==> src/rtl/keypad_scanner_if.sv <==
// Keypad matrix lines and key-code output bundle for keypad_scanner.
// master is the scanner side, slave is the matrix / consumer side.
interface keypad_scanner_if;
  logic       scan_tick;
  logic [3:0] key_row;
  logic [3:0] key_col;
  logic [3:0] key_code;
  logic       key_valid;
  logic       key_held;

  modport master (
    input  scan_tick,
    input  key_row,
    output key_col,
    output key_code,
    output key_valid,
    output key_held
  );

  modport slave (
    output scan_tick,
    output key_row,
    input  key_col,
    input  key_code,
    input  key_valid,
    input  key_held
  );
endinterface

==> src/rtl/keypad_scanner.sv <==
// 4x4 keypad scanner: column drive, row sync, debounced press/release.
// Advances only on scan_tick; emits one key_valid pulse per press.
module keypad_scanner #(
  parameter int DEB_TICKS = 4,
  parameter int CNT_W     = 3
) (
  input  logic              clock_50m,
  input  logic              rst,
  keypad_scanner_if.master  kp
);

  typedef enum logic [1:0] {
    SCAN,
    DEBOUNCE,
    PRESSED
  } state_e;

  localparam logic [CNT_W-1:0] DEB = CNT_W'(DEB_TICKS);

  state_e           st_q, st_d;
  logic [3:0]       sy1_q, row_s_q;
  logic [CNT_W-1:0] cnt_q, cnt_d, cnt_inc;
  logic [1:0]       col_q, col_d;
  logic [1:0]       row_q, row_d;
  logic [1:0]       first_low;
  logic [3:0]       code_q, code_d;
  logic             valid_q, valid_d;
  logic             held_q, held_d;
  logic             cand_low;

  always_ff @(posedge clock_50m or negedge rst) begin
    if (!rst) begin
      sy1_q   <= 4'b1111;
      row_s_q <= 4'b1111;
    end else begin
      sy1_q   <= kp.key_row;
      row_s_q <= sy1_q;
    end
  end

  assign cand_low = ~row_s_q[row_q];
  assign cnt_inc  = cnt_q + 1'b1;

  // Several rows low at once: the lowest index is tracked.
  always_comb begin
    first_low = 2'd3;
    priority case (1'b0)
      row_s_q[0]: first_low = 2'd0;
      row_s_q[1]: first_low = 2'd1;
      row_s_q[2]: first_low = 2'd2;
      default:    first_low = 2'd3;
    endcase
  end

  always_comb begin
    st_d    = st_q;
    cnt_d   = cnt_q;
    col_d   = col_q;
    row_d   = row_q;
    code_d  = code_q;
    held_d  = held_q;
    valid_d = 1'b0;
    if (kp.scan_tick) begin
      unique case (st_q)
        SCAN: begin
          if (&row_s_q) begin
            col_d = col_q + 2'd1;
          end else begin
            row_d = first_low;
            cnt_d = CNT_W'(1);
            st_d  = DEBOUNCE;
          end
        end
        DEBOUNCE: begin
          if (cand_low) begin
            cnt_d = cnt_inc;
            if (cnt_inc == DEB) begin
              code_d  = {row_q, col_q};
              valid_d = 1'b1;
              held_d  = 1'b1;
              cnt_d   = '0;
              st_d    = PRESSED;
            end
          end else begin
            cnt_d = '0;
            col_d = col_q + 2'd1;
            st_d  = SCAN;
          end
        end
        PRESSED: begin
          if (!cand_low) begin
            cnt_d = cnt_inc;
            if (cnt_inc == DEB) begin
              held_d = 1'b0;
              cnt_d  = '0;
              col_d  = col_q + 2'd1;
              st_d   = SCAN;
            end
          end else begin
            cnt_d = '0;
          end
        end
        default: st_d = SCAN;
      endcase
    end
  end

  always_ff @(posedge clock_50m or negedge rst) begin
    if (!rst) begin
      st_q    <= SCAN;
      cnt_q   <= '0;
      col_q   <= 2'd0;
      row_q   <= 2'd0;
      code_q  <= 4'd0;
      valid_q <= 1'b0;
      held_q  <= 1'b0;
    end else begin
      st_q    <= st_d;
      cnt_q   <= cnt_d;
      col_q   <= col_d;
      row_q   <= row_d;
      code_q  <= code_d;
      valid_q <= valid_d;
      held_q  <= held_d;
    end
  end

  assign kp.key_col   = ~(4'b0001 << col_q);
  assign kp.key_code  = code_q;
  assign kp.key_valid = valid_q;
  assign kp.key_held  = held_q;

endmodule

==> src/flat_wrapper.sv <==
// flat-port wrapper written by rule: the top's interface ports become plain ports
module keypad_scanner_flat 
#(
  parameter int DEB_TICKS = 4,
  parameter int CNT_W     = 3
)
  (clock_50m, rst, kp_scan_tick, kp_key_row, kp_key_col, kp_key_code, kp_key_valid, kp_key_held);
  keypad_scanner_if kp_i ();
  input  logic clock_50m;
  input  logic rst;
  input wire logic [$bits(kp_i.scan_tick)-1:0] kp_scan_tick;
  input wire logic [$bits(kp_i.key_row)-1:0] kp_key_row;
  output wire logic [$bits(kp_i.key_col)-1:0] kp_key_col;
  output wire logic [$bits(kp_i.key_code)-1:0] kp_key_code;
  output wire logic [$bits(kp_i.key_valid)-1:0] kp_key_valid;
  output wire logic [$bits(kp_i.key_held)-1:0] kp_key_held;
  assign kp_i.scan_tick = kp_scan_tick;
  assign kp_i.key_row = kp_key_row;
  assign kp_key_col = kp_i.key_col;
  assign kp_key_code = kp_i.key_code;
  assign kp_key_valid = kp_i.key_valid;
  assign kp_key_held = kp_i.key_held;
  keypad_scanner #(.DEB_TICKS(DEB_TICKS), .CNT_W(CNT_W)) u_core (.clock_50m(clock_50m), .rst(rst), .kp(kp_i));
endmodule
==> config.mk <==
export PLATFORM = sky130hd
export DESIGN_NAME = keypad_scanner_flat
export DESIGN_NICKNAME = d
export VERILOG_FILES = /design/src/rtl/keypad_scanner_if.sv /design/src/rtl/keypad_scanner.sv /design/src/flat_wrapper.sv
export SDC_FILE = /design/constraint.sdc
export NUM_CORES = 1
export LEC_CHECK = 0
export BUFFER_PORTS_ARGS = -buffer_cell sky130_fd_sc_hd__buf_2
export CORE_UTILIZATION = 39
export DETAILED_ROUTE_END_ITERATION = 8
export GPL_ROUTABILITY_DRIVEN = 1
export PLACE_DENSITY = 0.59
export SLEW_MARGIN = 30
export SYNTH_ARGS = -nofsm -noshare
export SYNTH_HDL_FRONTEND = slang
export SYNTH_SLANG_ARGS = --single-unit
==> constraint.sdc <==
create_clock -name clock_50m -period 1.76 [get_ports clock_50m]
set_input_delay 0.264 -clock clock_50m [delete_from_list [all_inputs] [get_ports clock_50m]]
set_output_delay 0.264 -clock clock_50m [all_outputs]
set_load 0.05 [all_outputs]
==> results.md <==
- The portion of total power attributed to the clock network is 12.2%.
- The largest single stage delay on the critical path is 0.54 ns.
- Across the VDD grid, the largest voltage drop is 533 µV.
- The post-route netlist has 41.4% of its cells at a drive strength greater than 1.
- The die outline area is 3260 µm².
- The checks that failed: design-rule violations.
- The total vias in the final route is 824.
- At the end of the flow, the number of nets in the layout was 151.
- The launch instance of the worst min-delay path is kp_key_row[1].
- Dividing the detail-routed via count by the number of cells gives 5.02.
- The top-level port count is 17.
- After legalization and detailed placement, the total HPWL measured 1530 µm.
- The number of warnings reported in the yosys synthesis log is 0.
- The synthesized area is 1180 µm².
- In the global route stage, overall resource usage came out at 13.5%.
- The number of global-route vias before repair is 799.
- Max-cap violations in this run came to 0.
- After detailed placement, the total cell area comes to 1360 µm².
- After synthesis, the share of flip-flops with an asynchronous set or reset is 100%.
- The endpoint with the worst hold slack is u_core.sy1_q[1]$_DFF_PN1_.
- Summing all flip-flop and latch instances after layout gives 586 µm².
- For the pin with the worst max-slew slack, the measured transition is 0.495 ns.
- For this run, the top clock speed supported by timing is 580 MHz.
- In the routed design, unresolved DRC markers number 4.
- Once layout is done, the placed cells without fillers occupy 1430 µm².
- The final number of hold-violating endpoints is 0.
- The main flop type after synthesis is sky130_fd_sc_hd__dfrtp_1.
- The total of buffers placed on input and output ports is 16.
- Measured along the y axis, the die boundary spans 57.1 µm.
- STA classifies the critical path endpoint as a flip-flop.
- The longest clock path from root to sink contains 2 buffers.
- The number of nets produced by synthesis is 122.
- Dividing total power by cell area gives a power density of 1350 nW/µm².
- The sum of met2 wire segment lengths after detailed routing is 1020 µm.
- The data required time at the worst endpoint is 1.97 ns.
- Wire segments on met3 add up to 77 µm in the final route.
- The setup check on the worst reg-to-reg path leaves a slack of 0.04 ns.
- The startpoint-to-endpoint class of the critical path is flip-flop to flip-flop.
- Net switching is 42.1% of the power.
- The routed wire length per instance is 12.2 µm.
- After clock tree synthesis, the clock-pin slew on the worst setup and hold paths is 0.11 ns.
- After detailed routing, the wire length on met1 is 887 µm.
- The flow ran to the end, but the final reports show violations.
- Cell internal power was estimated by the tool at 1.12 mW.
- Setup repair after global routing could not meet its margin everywhere.
- The final number of setup-violating endpoints is 0.
- The number of slew-limit violations in the final report came to 0.
- The congestion estimate from routability-driven global placement came to 0.878.
- In this run the worst hold path is classified as input port to flip-flop.
- The number of cells on the worst reg-to-reg path is 6.
- On the critical path, the stage with the largest delay is an instance of sky130_fd_sc_hd__mux4_2.
- The critical path runs through a total of 6 cells.
- The area of the multi-input gates is 581 µm².
- The highest layer touched by signal routing is met4.
- The capture point of the worst reg-to-reg path is u_core.cnt_q[2]$_DFFE_PN0P_.
- The number of antenna violations at the first check in global routing is 0.
- The netlist uses 32 different library cells.
- The final-layout worst hold slack is 0.0435 ns.
- The sequential cell fraction of total power is 37.3%.
- The CTS H-tree depth is 1.
- For the worst setup path, the data arrival time is 1.93 ns.
- Of the total power, combinational logic draws 50.5%.
- The number of core rows is 19.
- The overall die width is 57.1 µm.
- TritonCTS built the clock tree.
- Counting instances, the worst hold path has a depth of 1.
- The routed design has 2010 µm of wire.
- Traced cell by cell, the critical path runs through mux4_2 > buf_6 > and2_4 > o211ai_4 > a211oi_2 > a21o_1.
- The largest clock skew in the final design is 0.00919 ns.
- Along the worst path, the maximum fanout reaches 3.
- The floorplan core area is 2810 µm².
- The launch instance of the worst register-to-register path is u_core.row_q[0]$_DFFE_PN0P_.
- The buffer and inverter count on the worst path is 1.
- The area growth from synthesis to layout is 20.9%.
- The effective utilization at floorplan is 42.2%.
- The number of detailed-route iterations in the first pass is 6.
- Counting the fill cells in the layout gives 259.
- The analysis attributes to net switching a power of 815 µW.
- Synthesis inferred 23 register bits.
- After synthesis, the mean cell area works out to 11.3 µm².
- After layout, the minimum clock period comes to 1.72 ns.
- The root buffer selected by CTS is sky130_fd_sc_hd__clkbuf_4.
- The remaining max-slew budget at the tightest pin is 67.0%.
- STA classifies the critical path startpoint as a flip-flop.
- The static power due to leakage is 0.688 nW.
- Of the synthesized area, sequential elements account for 49.5%.
- The CTS sink count is 23.
- The number of DRC markers after the initial detailed-route iteration is 16.
- The final clock period utilization by the worst path is 98.0%.
- The count of flip-flops with a built-in enable after synthesis is 0.
- The source-to-sink clock delay at the later pin of the worst-skew pair is 0.31 ns.
- The number of antenna repair diodes is 0.
- The overall power of the completed layout is 1.94 mW.
- The count of antenna-violating nets left after detailed routing is 0.
- The pin count of the biggest net entering global routing is 24.
- The number of standard cells after synthesis is 105.
- The first-pass GRT wire length is 3350 µm.
- Counting the buffers created by CTS gives 3.
- Global routing finished with a remaining overflow of 0.
- The kind of cell with the highest combined delay along the critical path is multiplexers.
- The number of setup buffers added after CTS is 0.
==> synth_stat cells (all sizes together), types with 2 or more instances <==
library cell  count  area [µm²]
dfstp             8         210
and3              2        17.5
ha               10         125
and2              3        21.3
nand2b            4        25.0
inv              12        45.0
o211ai            2        20.0
nand2             9        33.8
o21ai             9        56.3
nor2              4        17.5
a21oi             7        35.0
dfrtp            15         375
mux2              7        78.8
==> per-layer routing <==
metal / up-vias / GRT usage [%]
met5: - / 0
met4: 0 / 5.23
met3: 2 / 4.08
met2: 16 / 23.2
met1: 397 / 16.0
li1: 409 / -
==> worst max path at each step <==
stage	from	end	slack (ns)
5_1_grt	u_core.row_q[0]$_DFFE_PN0P_	u_core.cnt_q[2]$_DFFE_PN0P_	-0.03
6_report	u_core.row_q[0]$_DFFE_PN0P_	u_core.cnt_q[2]$_DFFE_PN0P_	0.04
4_1_cts	u_core.cnt_q[0]$_DFFE_PN0P_	u_core.kp.key_code[1]$_DFFE_PN0P_	0.02
3_3_place_gp	u_core.cnt_q[1]$_DFFE_PN0P_	u_core.kp.key_code[3]$_DFFE_PN0P_	0.04
2_1_floorplan	u_core.row_q[0]$_DFFE_PN0P_	u_core.col_q[1]$_DFFE_PN0P_	0.04
3_5_place_dp	u_core.cnt_q[0]$_DFFE_PN0P_	u_core.kp.key_code[1]$_DFFE_PN0P_	-0.03
==> worst reg2reg max path: stages (launching register included) <==
cell and delay (ns):
sky130_fd_sc_hd__dfrtp_1 0.39, sky130_fd_sc_hd__mux4_2 0.54, sky130_fd_sc_hd__buf_6 0.14, sky130_fd_sc_hd__and2_4 0.15
sky130_fd_sc_hd__o211ai_4 0.21, sky130_fd_sc_hd__a211oi_2 0.05, sky130_fd_sc_hd__a21o_1 0.15
==> per-stage QoR <==
step	setup WS [ns]	cells	util, %	setup TNS (ns)
after floorplan	0.0356	105	-	0
after global placement	0.0364	159	48.3	0
after detailed placement	-0.0288	159	48.3	-0.102
after CTS	0.0248	164	49.7	0
after global routing	-0.0276	164	51.0	-0.0276
final	0.0357	164	51.0	0
==> cells by family (layout without fill, tap and decap cells) <==
group / after synthesis / after routing / synth area share, %
buffers and inverters: 13 / 41 / 4.44
XOR/XNOR: 2 / 2 / 1.48
flip-flops: 23 / 23 / 49.5
AO/OA/AOI/OAI: 23 / 23 / 13.7
adder cells (fa/ha/maj): 10 / 10 / 10.6
multiplexers: 8 / 8 / 8.56
AND/OR/NAND/NOR: 26 / 26 / 11.7
==> state kept, by name, summed over array words and instances, names as in the netlist <==
register and count:
u_core.sy1_q 4, u_core.st_q 2, u_core.kp.key_held 1, u_core.kp.key_valid 1
u_core.row_q 2, u_core.kp.key_code 4, u_core.row_s_q 4, u_core.col_q 2
u_core.cnt_q 3
==> cell type report <==
| class | instances | share of cell area, % |
|---|---|---|
| sequential | 23 | 40.9 |
| multi-input combinational | 69 | 40.6 |
| timing repair buffer | 25 | 10.8 |
| inverter | 12 | 3.15 |
| tap | 31 | 2.71 |
| clock buffer | 3 | 1.57 |
| clock inverter | 1 | 0.350 |
==> layout by cell type (no fill, tap or decap) <==
cell,Yosys,final
sky130_fd_sc_hd__mux4_2,1,1
sky130_fd_sc_hd__buf_4,1,7
sky130_fd_sc_hd__and3_4,1,2
sky130_fd_sc_hd__xnor2_1,1,1
sky130_fd_sc_hd__mux2_4,0,1
sky130_fd_sc_hd__and2_1,2,1
sky130_fd_sc_hd__nor3b_1,1,1
sky130_fd_sc_hd__o21a_1,1,1
sky130_fd_sc_hd__nand2b_1,4,4
sky130_fd_sc_hd__o211ai_1,1,1
sky130_fd_sc_hd__o21ai_1,0,1
sky130_fd_sc_hd__o21ai_0,8,7
sky130_fd_sc_hd__ha_2,0,1
sky130_fd_sc_hd__o211ai_4,0,1
sky130_fd_sc_hd__nand2_1,9,9
sky130_fd_sc_hd__dlygate4sd3_1,0,1
sky130_fd_sc_hd__buf_6,0,1
sky130_fd_sc_hd__and2_4,1,2
sky130_fd_sc_hd__dfstp_2,8,8
sky130_fd_sc_hd__clkbuf_4,0,3
sky130_fd_sc_hd__xor2_2,0,1
sky130_fd_sc_hd__nand3_1,1,1
sky130_fd_sc_hd__a21oi_1,7,7
sky130_fd_sc_hd__inv_1,12,12
sky130_fd_sc_hd__nand4_1,1,1
sky130_fd_sc_hd__mux2_2,6,6
sky130_fd_sc_hd__o21ai_4,1,1
sky130_fd_sc_hd__a211oi_2,0,1
sky130_fd_sc_hd__nor2_1,3,3
sky130_fd_sc_hd__a2bb2oi_1,1,1
sky130_fd_sc_hd__o22ai_4,1,1
sky130_fd_sc_hd__nor2_2,1,1
sky130_fd_sc_hd__ha_1,10,9
sky130_fd_sc_hd__a21o_1,1,1
sky130_fd_sc_hd__buf_2,0,16
sky130_fd_sc_hd__nor3_1,1,1
sky130_fd_sc_hd__dfrtp_1,15,15
sky130_fd_sc_hd__clkinv_2,0,1
==> power by group through the flow <==
stage | Combinational, mW | Sequential (mW) | Clock, mW
CTS | 0.927 | 0.722 | 0.257
global placement | 0.904 | 0.729 | 0
global route | 1.08 | 0.747 | 0.274
floorplan | 0.627 | 0.745 | 0
finish | 0.978 | 0.723 | 0.237
detailed placement | 0.923 | 0.734 | 0
==> timing repair <==
| item | in CTS | in global routing |
|---|---|---|
| setup endpoints to repair | 4 | 6 |
| hold buffers | 1 | 0 |
| gates resized for setup | 1 | 9 |
| pin swaps | 0 | 4 |
| cloned | 0 | 0 |
| endpoints found under the hold margin | 15 | 0 |
(Power assumes the default switching activity.)
